===== src/rtl/uart_mmio_fifo.sv =====
// Memory-mapped 8N1 UART with TX/RX byte FIFOs and an RX interrupt for the MEM-stage bus.
// Define UART_PARITY_EN to add an even-parity bit to both directions (CON b7 = parity error).
module uart_mmio_fifo #(
  parameter int BAUD_DIV   = 5208,
  parameter int FIFO_DEPTH = 4
) (
  input  logic        CLK,
  input  logic        Reset_n,
  input  logic        rd,
  input  logic        wr,
  input  logic [31:0] addr,
  input  logic [31:0] wdata,
  output logic [31:0] rdata,
  input  logic        in,
  output logic        out,
  output logic        irq
);
  localparam int AW = $clog2(FIFO_DEPTH);
  localparam int CW = $clog2(BAUD_DIV);
  localparam logic [CW-1:0] BIT_LOAD  = CW'(BAUD_DIV - 1);
  localparam logic [CW-1:0] HALF_LOAD = CW'(BAUD_DIV / 2 - 1);
  localparam logic [CW-1:0] CNT_ZERO  = CW'(0);
  localparam logic [CW-1:0] CNT_ONE   = CW'(1);
  localparam logic [AW:0]   PTR_ZERO  = (AW+1)'(0);
  localparam logic [AW:0]   PTR_ONE   = (AW+1)'(1);

`ifdef UART_PARITY_EN
  typedef enum logic [2:0] {S_IDLE, S_START, S_DATA, S_PARITY, S_STOP} uart_state_t;
`else
  typedef enum logic [2:0] {S_IDLE, S_START, S_DATA, S_STOP} uart_state_t;
`endif

  logic txd_sel_s, rxd_sel_s, con_sel_s, con_rd_s, con_wr_s;
  assign txd_sel_s = (addr[31:2] == 30'h1000_0006);
  assign rxd_sel_s = (addr[31:2] == 30'h1000_0007);
  assign con_sel_s = (addr[31:2] == 30'h1000_0008);
  assign con_rd_s  = rd & con_sel_s;
  assign con_wr_s  = wr & con_sel_s;

  logic unused_s;
  assign unused_s = ^{addr[1:0], wdata[31:8]};

  // ---------------- FIFOs ----------------
  logic [7:0]  tx_mem_r [FIFO_DEPTH];
  logic [7:0]  rx_mem_r [FIFO_DEPTH];
  logic [AW:0] tx_wp_r, tx_rp_r, rx_wp_r, rx_rp_r;
  logic        tx_empty_s, tx_full_s, rx_empty_s, rx_full_s;
  logic        tx_push_s, tx_pop_s, rx_push_s, rx_pop_s;
  logic [7:0]  tx_head_s, rx_head_s;

  assign tx_empty_s = (tx_wp_r == tx_rp_r);
  assign tx_full_s  = (tx_wp_r[AW] != tx_rp_r[AW]) && (tx_wp_r[AW-1:0] == tx_rp_r[AW-1:0]);
  assign rx_empty_s = (rx_wp_r == rx_rp_r);
  assign rx_full_s  = (rx_wp_r[AW] != rx_rp_r[AW]) && (rx_wp_r[AW-1:0] == rx_rp_r[AW-1:0]);
  assign tx_head_s  = tx_mem_r[tx_rp_r[AW-1:0]];
  assign rx_head_s  = rx_mem_r[rx_rp_r[AW-1:0]];

  uart_state_t tx_state_r, rx_state_r;
  logic        rx_stop_ok_s, rx_frame_err_s;
  logic [7:0]  rx_shift_r;

  assign tx_push_s = wr & txd_sel_s & ~tx_full_s;
  assign tx_pop_s  = (tx_state_r == S_IDLE) & ~tx_empty_s;
  assign rx_pop_s  = rd & rxd_sel_s & ~rx_empty_s;
  // A pop in the same cycle frees the slot the arriving byte needs.
  assign rx_push_s = rx_stop_ok_s & (~rx_full_s | rx_pop_s);

  // TX FIFO storage and pointers
  always_ff @(posedge CLK) begin
    if (!Reset_n) begin
      tx_wp_r <= PTR_ZERO;
      tx_rp_r <= PTR_ZERO;
    end else begin
      if (tx_push_s) begin
        tx_mem_r[tx_wp_r[AW-1:0]] <= wdata[7:0];
        tx_wp_r <= tx_wp_r + PTR_ONE;
      end
      if (tx_pop_s) tx_rp_r <= tx_rp_r + PTR_ONE;
    end
  end

  // RX FIFO storage and pointers
  always_ff @(posedge CLK) begin
    if (!Reset_n) begin
      rx_wp_r <= PTR_ZERO;
      rx_rp_r <= PTR_ZERO;
    end else begin
      if (rx_push_s) begin
        rx_mem_r[rx_wp_r[AW-1:0]] <= rx_shift_r;
        rx_wp_r <= rx_wp_r + PTR_ONE;
      end
      if (rx_pop_s) rx_rp_r <= rx_rp_r + PTR_ONE;
    end
  end

  // ---------------- transmitter ----------------
  logic [CW-1:0] tx_cnt_r;
  logic [2:0]    tx_bit_r;
  logic [7:0]    tx_shift_r;
  logic          tx_par_r, out_r;

  // TX framing FSM; out is driven straight from a flop
  always_ff @(posedge CLK) begin
    if (!Reset_n) begin
      tx_state_r <= S_IDLE;
      tx_cnt_r   <= CNT_ZERO;
      tx_bit_r   <= 3'd0;
      tx_shift_r <= 8'h00;
      tx_par_r   <= 1'b0;
      out_r      <= 1'b1;
    end else begin
      case (tx_state_r)
        S_IDLE: begin
          if (!tx_empty_s) begin
            tx_shift_r <= tx_head_s;
            tx_par_r   <= ^tx_head_s;
            out_r      <= 1'b0;
            tx_cnt_r   <= BIT_LOAD;
            tx_state_r <= S_START;
          end
        end
        S_START: begin
          if (tx_cnt_r != CNT_ZERO) tx_cnt_r <= tx_cnt_r - CNT_ONE;
          else begin
            out_r      <= tx_shift_r[0];
            tx_cnt_r   <= BIT_LOAD;
            tx_bit_r   <= 3'd0;
            tx_state_r <= S_DATA;
          end
        end
        S_DATA: begin
          if (tx_cnt_r != CNT_ZERO) tx_cnt_r <= tx_cnt_r - CNT_ONE;
          else begin
            tx_cnt_r <= BIT_LOAD;
            if (tx_bit_r == 3'd7) begin
`ifdef UART_PARITY_EN
              out_r      <= tx_par_r;
              tx_state_r <= S_PARITY;
`else
              out_r      <= 1'b1;
              tx_state_r <= S_STOP;
`endif
            end else begin
              tx_shift_r <= {1'b0, tx_shift_r[7:1]};
              out_r      <= tx_shift_r[1];
              tx_bit_r   <= tx_bit_r + 3'd1;
            end
          end
        end
`ifdef UART_PARITY_EN
        S_PARITY: begin
          if (tx_cnt_r != CNT_ZERO) tx_cnt_r <= tx_cnt_r - CNT_ONE;
          else begin
            out_r      <= 1'b1;
            tx_cnt_r   <= BIT_LOAD;
            tx_state_r <= S_STOP;
          end
        end
`endif
        S_STOP: begin
          if (tx_cnt_r != CNT_ZERO) tx_cnt_r <= tx_cnt_r - CNT_ONE;
          else tx_state_r <= S_IDLE;
        end
        default: begin
          out_r      <= 1'b1;
          tx_state_r <= S_IDLE;
        end
      endcase
    end
  end

  assign out = out_r;

  // ---------------- receiver ----------------
  logic          in_meta_r, in_sync_r, in_prev_r;
  logic [CW-1:0] rx_cnt_r;
  logic [2:0]    rx_bit_r;
`ifdef UART_PARITY_EN
  logic          rx_par_bad_r;
`endif

  assign rx_stop_ok_s   = (rx_state_r == S_STOP) && (rx_cnt_r == CNT_ZERO) &&  in_sync_r;
  assign rx_frame_err_s = (rx_state_r == S_STOP) && (rx_cnt_r == CNT_ZERO) && !in_sync_r;

  // Two-flop synchroniser plus one delayed copy for falling-edge detection
  always_ff @(posedge CLK) begin
    if (!Reset_n) begin
      in_meta_r <= 1'b1;
      in_sync_r <= 1'b1;
      in_prev_r <= 1'b1;
    end else begin
      in_meta_r <= in;
      in_sync_r <= in_meta_r;
      in_prev_r <= in_sync_r;
    end
  end

  // RX framing FSM; the first wait is half a bit so later samples land mid-bit
  always_ff @(posedge CLK) begin
    if (!Reset_n) begin
      rx_state_r   <= S_IDLE;
      rx_cnt_r     <= CNT_ZERO;
      rx_bit_r     <= 3'd0;
      rx_shift_r   <= 8'h00;
`ifdef UART_PARITY_EN
      rx_par_bad_r <= 1'b0;
`endif
    end else begin
      case (rx_state_r)
        S_IDLE: begin
          if (in_prev_r && !in_sync_r) begin
            rx_cnt_r   <= HALF_LOAD;
            rx_state_r <= S_START;
          end
        end
        S_START: begin
          if (rx_cnt_r != CNT_ZERO) rx_cnt_r <= rx_cnt_r - CNT_ONE;
          else if (in_sync_r) rx_state_r <= S_IDLE;
          else begin
            rx_cnt_r   <= BIT_LOAD;
            rx_bit_r   <= 3'd0;
            rx_state_r <= S_DATA;
          end
        end
        S_DATA: begin
          if (rx_cnt_r != CNT_ZERO) rx_cnt_r <= rx_cnt_r - CNT_ONE;
          else begin
            rx_shift_r <= {in_sync_r, rx_shift_r[7:1]};
            rx_cnt_r   <= BIT_LOAD;
            rx_bit_r   <= rx_bit_r + 3'd1;
`ifdef UART_PARITY_EN
            if (rx_bit_r == 3'd7) rx_state_r <= S_PARITY;
`else
            if (rx_bit_r == 3'd7) rx_state_r <= S_STOP;
`endif
          end
        end
`ifdef UART_PARITY_EN
        S_PARITY: begin
          if (rx_cnt_r != CNT_ZERO) rx_cnt_r <= rx_cnt_r - CNT_ONE;
          else begin
            rx_par_bad_r <= in_sync_r ^ (^rx_shift_r);
            rx_cnt_r     <= BIT_LOAD;
            rx_state_r   <= S_STOP;
          end
        end
`endif
        S_STOP: begin
          if (rx_cnt_r != CNT_ZERO) rx_cnt_r <= rx_cnt_r - CNT_ONE;
          else rx_state_r <= S_IDLE;
        end
        default: rx_state_r <= S_IDLE;
      endcase
    end
  end

  // ---------------- status, irq, read mux ----------------
  logic ovr_r, fe_r, ie_r, irq_r, pe_bit_s;
`ifdef UART_PARITY_EN
  logic pe_r;
  assign pe_bit_s = pe_r;
`else
  assign pe_bit_s = 1'b0;
`endif

  // Sticky error flags (set wins over the clear-on-read), irq enable and registered irq
  always_ff @(posedge CLK) begin
    if (!Reset_n) begin
      ovr_r <= 1'b0;
      fe_r  <= 1'b0;
      ie_r  <= 1'b0;
      irq_r <= 1'b0;
`ifdef UART_PARITY_EN
      pe_r  <= 1'b0;
`endif
    end else begin
      ovr_r <= (rx_stop_ok_s & rx_full_s & ~rx_pop_s) | (ovr_r & ~con_rd_s);
      fe_r  <= rx_frame_err_s | (fe_r & ~con_rd_s);
      ie_r  <= con_wr_s ? wdata[5] : ie_r;
      irq_r <= ie_r & ~rx_empty_s;
`ifdef UART_PARITY_EN
      pe_r  <= (rx_stop_ok_s & rx_par_bad_r) | (pe_r & ~con_rd_s);
`endif
    end
  end

  assign irq = irq_r;

  logic [31:0] con_val_s;
  assign con_val_s = {24'h00_0000, pe_bit_s, (tx_state_r != S_IDLE), ie_r, fe_r, ovr_r,
                      ~rx_empty_s, tx_empty_s, tx_full_s};

  // Load data mux; zero unless a mapped readable register is addressed
  always_comb begin
    rdata = 32'h0000_0000;
    if (rd) begin
      if (rxd_sel_s && !rx_empty_s) rdata = {24'h00_0000, rx_head_s};
      else if (con_sel_s)           rdata = con_val_s;
      else                          rdata = 32'h0000_0000;
    end else begin
      rdata = 32'h0000_0000;
    end
  end
endmodule


===== config.mk =====
export PLATFORM = sky130hd
export DESIGN_NAME = uart_mmio_fifo
export DESIGN_NICKNAME = d
export VERILOG_FILES = /design/src/rtl/uart_mmio_fifo.sv
export SDC_FILE = /design/constraint.sdc
export NUM_CORES = 1
export LEC_CHECK = 0
export BUFFER_PORTS_ARGS = -buffer_cell sky130_fd_sc_hd__buf_2
export CAP_MARGIN = 5
export CORE_ASPECT_RATIO = 0.75
export CORE_MARGIN = 4
export CORE_UTILIZATION = 60
export CTS_BUF_LIST = sky130_fd_sc_hd__clkbuf_16
export DETAILED_ROUTE_END_ITERATION = 10
export PLACE_DENSITY_LB_ADDON = 0.25
export SYNTH_ARGS = -nofsm -noshare
export SYNTH_HDL_FRONTEND = slang
export SYNTH_SLANG_ARGS = --single-unit

===== constraint.sdc =====
create_clock -name CLK -period 5.6 [get_ports CLK]
set_clock_uncertainty 0.05 [all_clocks]
set_input_delay 1.12 -clock CLK [delete_from_list [all_inputs] [get_ports CLK]]
set_output_delay 1.12 -clock CLK [all_outputs]
set_load 0.1 [all_outputs]

======== Word-level counts from Yosys, hierarchy flattened ========
Memories as Yosys holds them, arrays and structs flattened. A register that Yosys moved wholly into a read port is not among the register bits.
Cells that the tools add are included.
word-level totals
  logic and storage cells ................. 168
  memory bits (writable) .................. 64
  memories kept ........................... 2
  bits of input ports ..................... 69
  register bits after elaboration ......... 74
  output and inout port bits .............. 34
memory list
  memory    words  width  rd ports  clocked after memory_dff  wr ports  RTL line  source
  rx_mem_r  4      8      1         1                         1         45        logic [7:0] rx_mem_r [FIFO_DEPTH];
  tx_mem_r  4      8      1         1                         1         44        logic [7:0] tx_mem_r [FIFO_DEPTH];
operators by class
  reductions and logical operators ........ 30
  add/subtract/negate cells ............... 8
  equal/unequal tests ..................... 32
  bitwise operators ....................... 24
  mux-type cells .......................... 52
operators by type and width
  operator                 number
  $mux W13                 8
  $eq A30 B29 Y1 const B   3
  $pmux W13 S4             1
  $mux W3                  15
  $pmux W13 S3             1
  $mux W32                 1
  $mux W8                  4
  $ne A2 B2 Y1 const B     13
  $reduce_bool A13 Y1      2
  $sub A13 B1 Y13 const B  2
  $pmux W3 S4              2
  $reduce_and A4 Y1        5
  $add A3 B1 Y3 const B    6
  $pmux W8 S2              1
  $and A1 B1 Y1            13
  $logic_not A13 Y1        1
  $eq A3 B2 Y1 const B     4
  $pmux W3 S2              2
  $mux W1                  10
  $mux W2                  5
  $reduce_and A5 Y1        2
  $not A1 Y1               8
  $logic_and A1 B1 Y1      7
  $mux W7                  1
  17 further kinds         29

======== Depth between registers and ports, before layout ========
  depth in word-level cells ............... 8
  depth in mapped cells ................... 9
  depth with buffers taken out ............ 7

======== Worst setup path after synthesis ========
OpenSTA, ideal clock, no wires.
  kind .................................... input -> output
  start ................................... input port addr[7]
  end ..................................... output port rdata[1]
  required time ........................... 4430 ps
  stages on the path ...................... 5
  arrival time ............................ 5188 ps
  slack ................................... -758 ps
  buffers on the path ..................... 0
  cells stage by stage .................... nor4b_2 -> nand4_1 -> nor3_1 -> nand3_1 -> o41ai_1
on the way
  longest elaborated chain between the ends .. 4
  elaborated cells on any way between the ends .. 6
  classes of those cells .................. eq/ne: 2; mux: 3; reduce/logical: 1
RTL lines
  item                                                   RTL line  source
  start, declared                                        11        input logic [31:0] addr,
  $eq A30 B29 Y1 (on tied branches)                      36, 35
  $mux W7 / $logic_and A1 B1 Y1 (equally long branches)  298, 297
  $mux W8 (*)                                            297       if (rxd_sel_s && !rx_empty_s) rdata = {24'h00_0000, rx_head_s};
  $mux W32 (*)                                           296       if (rd) begin
  end, declared                                          13        output logic [31:0] rdata,
Mark *: on every way between the ends. The rest lies on a longest branch, timed or not.

======== Final worst setup path ========
  start ................................... input port addr[8]
  end ..................................... output port rdata[1]
The elaborated chain is that of the path after synthesis.

==> reports/qor.yml <==
outcome:
  outcome: "finished clean"
timing:
  max_freq_ghz: 0.214
  fin_crit_ns: 4.67
  slew_viol_final: 0
  worst_pin_slew_ns: 0.989
  slew_headroom_pct: 34.0
  setup_viol: 0
  hold_viol: 0
  rsz0062_at_grt: "false"
  finalCritPeriodShare_pct: 83.3
  tns_ns: 0
setup_path:
  reg2reg_from: "rx_cnt_r[0]$_SDFFE_PN0P_"
  endpoint_kind: "primary output"
  cp_max_fo: 4
  rrSetupSlack_ns: 2.59
  reg2reg_depth: 7
  rr_endpoint: "rx_mem_r[0][6]$_DFFE_PP_"
  worstPathRequired_ns: 4.43
  startpoint_type: "primary input"
  startpoint: "addr[8]"
  cp.arrival_ns: 3.50
  crit_end: "rdata[1]"
  crit_type: "in2out"
detailed_routing:
  post_drt_wl_per_cell_um: 18.3
  vias: 5225
  drtPass1Iterations: 5
  ant_nets: 0
  via_per_inst: 6.21
  post-route-drc-count: 0
  routed_wl_um: 15400
  drt_iter0_drc: 446
global_route:
  grt_usage_pct: 23.8
  grt_pass1_vias: 5226
  grt_start_max_net_pins: 43
  grt_first_pass_wirelength_um: 25200
  grt_overflow: 0
  grt_antenna_before_repair: 0
yosys:
  synth_top_cell_by_area: "edfxtp_1"
  synth_edf_count: 64
  synthCells: 647
  synth_top_area_share_pct: 27.8
  netlist_top_cells_count: "76 x dfxtp_1, 64 x edfxtp_1, 55 x nand2_1"
  yosys_most_used_dff: "dfxtp_1"
  synthArstFlopShare_pct: 0
  synthTopCellsByArea: "edfxtp_1 28%, dfxtp_1 22%, mux4_2 5.2%, ha_1 4.5%, nand2_1 3.0%"
  synth-seq-cells: 140
  yosys.cell_types.count: 71
  seq_area_frac_synth_pct: 49.8
  syn_avg_cell_area_um2: 10.7
  synth_area_um2: 6920
  synth_warnings: 0
  yosysMostFrequentCell: "dfxtp_1"
placed_design:
  hpwl_um: 9900
  place_congestion: 0.822
  portBuffers: 52
clock_tree:
  cts_root_buf: "clkbuf_16"
  insertion_delay_ns: 0.42
  numClockSinks: 140
  hold_buffers: 0
  clkTransAtPathRegs_ns: 0.06
  cts_max_level: 4
  cts_buffers: 17
  post_cts_resized: 0
  cts_tree: "built"
  cts_buffer_depth: 2
  cts_setup_buffers: 0
cells_and_area:
  syn_to_final_growth_pct: 12.3
  fill_cells: 776
  final_nets: 783
  antennaDiodeCount: 0
  drive_gt1_share_pct: 18.5
power_and_ir_drop:
  pwr_density_cell_nw_per_um2: 487
  totalPowerFinal_mw: 3.78
  ir_drop_v: 0.000236
  p_leak_nw: 2.94
die:
  dieWidth_um: 132
  core_um2: 11100
  die_area_um2: 13300
  dieHeight_um: 101
  pin_count: 103
  rows: 33
  initial_utilization_pct: 62.3
hold_path:
  hold_path.class: "reg2reg"
job:
  drv_cap: 0
## how the worst min path moves through the flow
| stage | cells past startpoint | endpoint | start |
|---|---|---|---|
| floorplan | 1 | in_sync_r$_SDFF_PN1_ | in_meta_r$_SDFF_PN1_ |
| global placement | 1 | in_sync_r$_SDFF_PN1_ | in_meta_r$_SDFF_PN1_ |
| detailed placement | 1 | in_sync_r$_SDFF_PN1_ | in_meta_r$_SDFF_PN1_ |
| CTS | 1 | in_sync_r$_SDFF_PN1_ | in_meta_r$_SDFF_PN1_ |
| global route | 1 | in_sync_r$_SDFF_PN1_ | in_meta_r$_SDFF_PN1_ |
| finish | 1 | in_sync_r$_SDFF_PN1_ | in_meta_r$_SDFF_PN1_ |
## cells by family (layout without fill, tap and decap cells)
group	Yosys count	after routing	share of synthesized area [%]
DFF	140	140	49.8
and+or+nand+nor	237	237	18.8
muxes	35	35	7.96
other	1	24	0.0542
adders and majority gates	25	25	4.52
AOI/OAI and AO/OA	123	123	11.7
buffers and inverters	76	108	5.90
xor gates and xnor gates	10	10	1.27
## worst max-delay path, cell delays in order
cell     delay, ns
buf_2         0.10
nor4_2        0.28
nand4_1       0.23
nor3_1        0.50
nand3_1       0.29
o41ai_2       0.47
buf_2         0.50
## layout make-up
class | count | area, um2 | share of cell area, %
sequential | 140 | 3440 | 44.3
multi-input combinational | 454 | 3160 | 40.7
clock buffer | 17 | 425 | 5.48
timing repair buffer | 55 | 283 | 3.64
clock inverter | 15 | 200 | 2.58
tap | 140 | 175 | 2.26
inverter | 21 | 78.8 | 1.02
## report_power, final
group	internal (mW)	total [mW]	leakage, nW	switching, mW
clock	0.747	1.19	0.306	0.447
combinational	0.457	1.30	1.43	0.843
sequential	1.17	1.29	1.20	0.119
## state kept, by name, summed over array words and instances, names as in the netlist, 2 cells and up, named ones only
| register | flops |
|---|---|
| rx_shift_r | 8 |
| tx_mem_r | 32 |
| rx_rp_r | 3 |
| tx_rp_r | 3 |
| tx_shift_r | 8 |
| rx_state_r | 2 |
| rx_cnt_r | 13 |
| tx_state_r | 2 |
| tx_bit_r | 3 |
| tx_wp_r | 3 |
| rx_bit_r | 3 |
| rx_mem_r | 32 |
| tx_cnt_r | 13 |
| rx_wp_r | 3 |
## routing by layer
layer  routed length (um)  track usage [%]
met5                    0                0
met4                  371             10.8
met3                 1030             5.09
met2                 7240             38.8
met1                 6720             30.8
## cell usage in the layout, fill, tap and decap left out, drive strengths merged, types with 5 or more instances in the layout
| master | netlist | layout |
|---|---|---|
| nor3b | 6 | 6 |
| xor2 | 6 | 6 |
| nor3 | 14 | 14 |
| nand2b | 8 | 8 |
| nor4 | 17 | 17 |
| or4 | 5 | 5 |
| o221a | 7 | 7 |
| a211oi | 10 | 10 |
| nand2 | 55 | 55 |
| o21ai | 23 | 23 |
| inv | 21 | 27 |
| and2 | 12 | 12 |
| a31oi | 12 | 12 |
| a21oi | 40 | 40 |
| mux2i | 19 | 19 |
| nand3 | 23 | 23 |
| dfxtp | 76 | 76 |
| or3 | 7 | 7 |
| conb | 1 | 24 |
| and3 | 9 | 9 |
| nor2 | 50 | 50 |
| edfxtp | 64 | 64 |
| buf | 37 | 55 |
| nand4 | 9 | 9 |
| clkbuf | 18 | 17 |
| mux4 | 16 | 16 |
| ha | 25 | 25 |
## per-stage QoR
step | worst slack, ns | util (%) | hold slack [ns] | instance area (um2) | instances
2_1_floorplan | 0.247 | - | 0.336 | 7010 | 670
3_3_place_gp | 1.15 | 64.3 | 0.342 | 7140 | 810
3_5_place_dp | 1.12 | 64.3 | 0.352 | 7140 | 810
4_1_cts | 0.986 | 69.9 | 0.369 | 7760 | 842
5_1_grt | 0.827 | 69.9 | 0.396 | 7760 | 842
6_report | 0.934 | 69.9 | 0.367 | 7760 | 842
No activity file was read; power rests on OpenSTA's default activity.
